File: src/rtl/g_piso8.sv
// Parallel-in / serial-out shifter: one WIDTH-bit word in, one bit out per CE strobe.
// Latency: first bit on SO the cycle after the accepting edge; DONE the cycle after the last CE.
// Backpressure: RDY (combinational) is high in IDLE or on the last-bit cycle when CE=1; LD otherwise ignored.
module g_piso8 #(
    parameter int WIDTH     = 8,
    parameter bit LSB_FIRST = 1'b0
) (
    input  logic             CK,
    input  logic             CD,
    input  logic [WIDTH-1:0] D,
    input  logic             LD,
    input  logic             CE,
    output logic             RDY,
    output logic             SO,
    output logic             SOV,
    output logic             FR,
    output logic             DONE
);
    localparam int CW = $clog2(WIDTH);
    localparam logic [CW-1:0] CNT_LAST = CW'(WIDTH - 1);

    typedef enum logic {
        IDLE  = 1'b0,
        SHIFT = 1'b1
    } state_t;

    state_t           state_q, state_d;
    logic [WIDTH-1:0] sr_q, sr_d;
    logic [CW-1:0]    cnt_q, cnt_d;
    logic             so_q, so_d;
    logic             sov_q, sov_d;
    logic             fr_q, fr_d;
    logic             done_q, done_d;
    logic             last_bit;
    logic             rdy;

    function automatic logic head(input logic [WIDTH-1:0] v);
        return LSB_FIRST ? v[0] : v[WIDTH-1];
    endfunction

    function automatic logic [WIDTH-1:0] advance(input logic [WIDTH-1:0] v);
        return LSB_FIRST ? (v >> 1) : (v << 1);
    endfunction

    always_ff @(posedge CK or posedge CD) begin
        if (CD) begin
            state_q <= IDLE;
            sr_q    <= '0;
            cnt_q   <= '0;
            so_q    <= 1'b0;
            sov_q   <= 1'b0;
            fr_q    <= 1'b0;
            done_q  <= 1'b0;
        end else begin
            state_q <= state_d;
            sr_q    <= sr_d;
            cnt_q   <= cnt_d;
            so_q    <= so_d;
            sov_q   <= sov_d;
            fr_q    <= fr_d;
            done_q  <= done_d;
        end
    end

    always_comb begin
        state_d  = state_q;
        sr_d     = sr_q;
        cnt_d    = cnt_q;
        last_bit = (state_q == SHIFT) && (cnt_q == '0) && CE;
        rdy      = (state_q == IDLE) || last_bit;
        done_d   = last_bit;

        case (state_q)
            IDLE: begin
                if (LD) begin
                    sr_d    = D;
                    cnt_d   = CNT_LAST;
                    state_d = SHIFT;
                end
            end
            SHIFT: begin
                if (CE) begin
                    if (cnt_q != '0) begin
                        sr_d  = advance(sr_q);
                        cnt_d = cnt_q - 1'b1;
                    end else if (LD) begin
                        // Gapless streaming: next word replaces the finished one in place.
                        sr_d  = D;
                        cnt_d = CNT_LAST;
                    end else begin
                        sr_d    = '0;
                        state_d = IDLE;
                    end
                end
            end
            default: state_d = IDLE;
        endcase

        // Outputs are registered from the next state so SO/SOV/FR come straight off flops.
        sov_d = (state_d == SHIFT);
        fr_d  = (state_d == SHIFT);
        so_d  = (state_d == SHIFT) ? head(sr_d) : 1'b0;
    end

    assign RDY  = rdy;
    assign SO   = so_q;
    assign SOV  = sov_q;
    assign FR   = fr_q;
    assign DONE = done_q;
endmodule
File: config.mk
export PLATFORM = sky130hd
export DESIGN_NAME = g_piso8
export DESIGN_NICKNAME = d
export VERILOG_FILES = /design/src/rtl/g_piso8.sv
export SDC_FILE = /design/constraint.sdc
export NUM_CORES = 1
export LEC_CHECK = 0
export BUFFER_PORTS_ARGS = -buffer_cell sky130_fd_sc_hd__buf_4
export CAP_MARGIN = 20
export CORE_MARGIN = 4
export CORE_UTILIZATION = 54
export DETAILED_ROUTE_END_ITERATION = 7
export PLACE_DENSITY = 0.8
export SKIP_LAST_GASP = 1
export SLEW_MARGIN = 10
export SYNTH_ARGS = -nofsm -noshare
export SYNTH_HDL_FRONTEND = slang
export SYNTH_SLANG_ARGS = --single-unit
File: constraint.sdc
create_clock -name CK -period 3.2 [get_ports CK]
set_input_delay 0.48 -clock CK [delete_from_list [all_inputs] [get_ports CK]]
set_output_delay 0.48 -clock CK [all_outputs]
set_load 0.02 [all_outputs]
==> reports/results.ini <==
[placed_design]
post-dp-hpwl_mm=1.24
place_congestion=0.747
portBuffers=16

[die]
start_util_pct=57.5
dieArea_um2=2050
core_area_um2=1300
pin_count=17
rows=13
die_x_um=45.2
fp.dieH_um=45.2

[global_routing]
grt_pass1_vias=617
grt_max_degree=15
grt_overflow_total=0
grt_pass1_wl_mm=2.70
track_usage_pct=19.4
antenna_found_initial=0

[routing]
drtIter0Drc=21
first_pass_iters=4
dr_total_vias=628
drtAntennaViolNets=0
post_drt_via_cell_ratio=5.87
drc=0
wl_per_cell_um=15.0
drt-total-wl_mm=1.60

[power]
ir_drop_v=0.000285
p_per_area_nw_per_um2=573
leakage_nw=0.420
power.total_mw=0.504

[clocking]
postCtsResizedCells=0
cts.sinks=14
cts_setup_buffers=0
cts_tree=yes
clockRootBuffer=clkbuf_4
clk_pin_slew_ns=0.08
clkLatencyLatePin_ns=0.28
numCtsBuffers=3
cts_hold_buffers=0
cts_htree_levels=1
ctsLongestPathBuffers=2

[cells_and_area]
diodes=0
final_cell_mix=16 x buf_4, 14 x dfrtp_1, 12 x nor2_1, 7 x a21oi_1, 6 x nand2_1
fill_cells=114
finish.net_count=108
syn2layout_area_growth_pct=17.6
layout_commonest_cell=buf_4
seqCellArea_um2=350
multiInputGateArea_um2=345
final_layout_size_suffix_gt1_share_pct=29.3

[setup_path]
crit_type=flip-flop to primary output
path_cells=inv_1, ha_1, nand2b_1, o21ai_2, buf_4
path_delay_family=flip-flops
crit_required_ns=2.72
start_kind=flip-flop
cpMaxStageDelayCell=dfrtp_1
crit_buf_inv=2
endpoint_kind=primary output
worstPathArrival_ns=1.48
slowest_delay_ns=0.40
crit_fanout=4

[yosys]
async_flop_share_pct=100
yosys-top-cells-area=dfrtp_1 47%, nor2_1 6.0%, a21oi_1 4.7%, a221oi_1 3.5%, ha_1 3.3%
synth-seq-cells=14
synth_enable_flop_cells=0
synth.distinct_cells=30
synth_nets=90
yosys.area.top_type=dfrtp_1
synth_warnings=0
synth_ff_type=dfrtp_1
ys_seq_area_share_pct=46.8
syn_area_per_cell_um2=9.84
synth_area_um2=748
synthCells=76
synth.top_cell.area_share_pct=46.8

[sta]
tightestPinTransition_ns=0.546
min_period_ns=1.96
fmax_ghz=0.510
setup_viol=0
rsz0062_at_grt=false
timing_hold_violations_final=0
relSlewSlack_pct=63.6
skew_ns=0.00138
slew_viol_final=0
finalSetupTns_ns=0
period_share_pct=61.3

[job]
maxCapViolations=0

[worst_hold_path]
hold_class=primary input to asynchronous set/reset pin

[run_status]
status=finished clean

[cell type report]
type,count,area share (%)
clock buffers,3,2.56
inverters,6,2.56
multi-input cells,53,39.3
flip-flops and latches,14,39.8
well taps,15,2.13
repair buffers,16,13.7
[report_power, final]
group / switching [mW] / internal, mW
clock: 0.0530 / 0.0437
combinational: 0.0880 / 0.0735
sequential: 0.0273 / 0.219
[cell usage after synthesis, types with 2 or more instances]
cell type and count:
ha_1 2, o21ai_0 2, nand2b_1 2, buf_6 2, a21oi_1 7, a211oi_1 2
nor2_1 12, a221oi_1 3, dfrtp_1 14, inv_1 5, nand2_1 6
[worst paths after layout]
path	startpoint	end	slack (ns)	cells past startpoint
max reg2reg	cnt_q[0]$_DFFE_PP0P_	sr_q[7]$_DFF_PP0_	1.65	6
min	CD	sr_q[7]$_DFF_PP0_	0.24	2
max in group asynchronous	CD	cnt_q[1]$_DFFE_PP0P_	2.60	2
max	cnt_q[0]$_DFFE_PP0P_	RDY	1.24	5
min reg2reg	cnt_q[0]$_DFFE_PP0P_	cnt_q[0]$_DFFE_PP0P_	0.48	1
min in group CK	D[0]	sr_q[0]$_DFFE_PP0P_	0.42	2
[registers in the layout, indices dropped and copies added (netlist names)]
signal / count
cnt_q: 3
DONE: 1
SO: 1
FR: 1
sr_q: 8
[metrics by stage]
stage	hold slack (ns)	utilization (%)	cell area (µm²)	std cells	worst slack, ns
floorplan	0.369	-	748	76	1.67
global placement	0.458	65.9	857	104	1.60
detailed placement	0.467	65.9	857	104	1.55
CTS	0.257	67.6	880	107	1.24
global route	0.276	67.6	880	107	1.11
finish	0.242	67.6	880	107	1.24
[kinds of logic after synthesis]
group	count (synthesis)	synth area share (%)
AOI/OAI and AO/OA	25	25.1
adders and majority gates	2	3.34
buffers and inverters	9	7.02
DFF	14	46.8
and+or+nand+nor	26	17.7
[layer usage]
layer  share of wire (%)  track usage [%]  routed length [µm]  vias up
li1                    -                -                   -      303
met3                 7.5             2.79                 120       13
met2                  48             30.5                 765       31
met4                 5.3             16.4                  85        0
met5                   0                0                   0        -
met1                  39             23.1                 633      281
(Power assumes the default switching activity.)
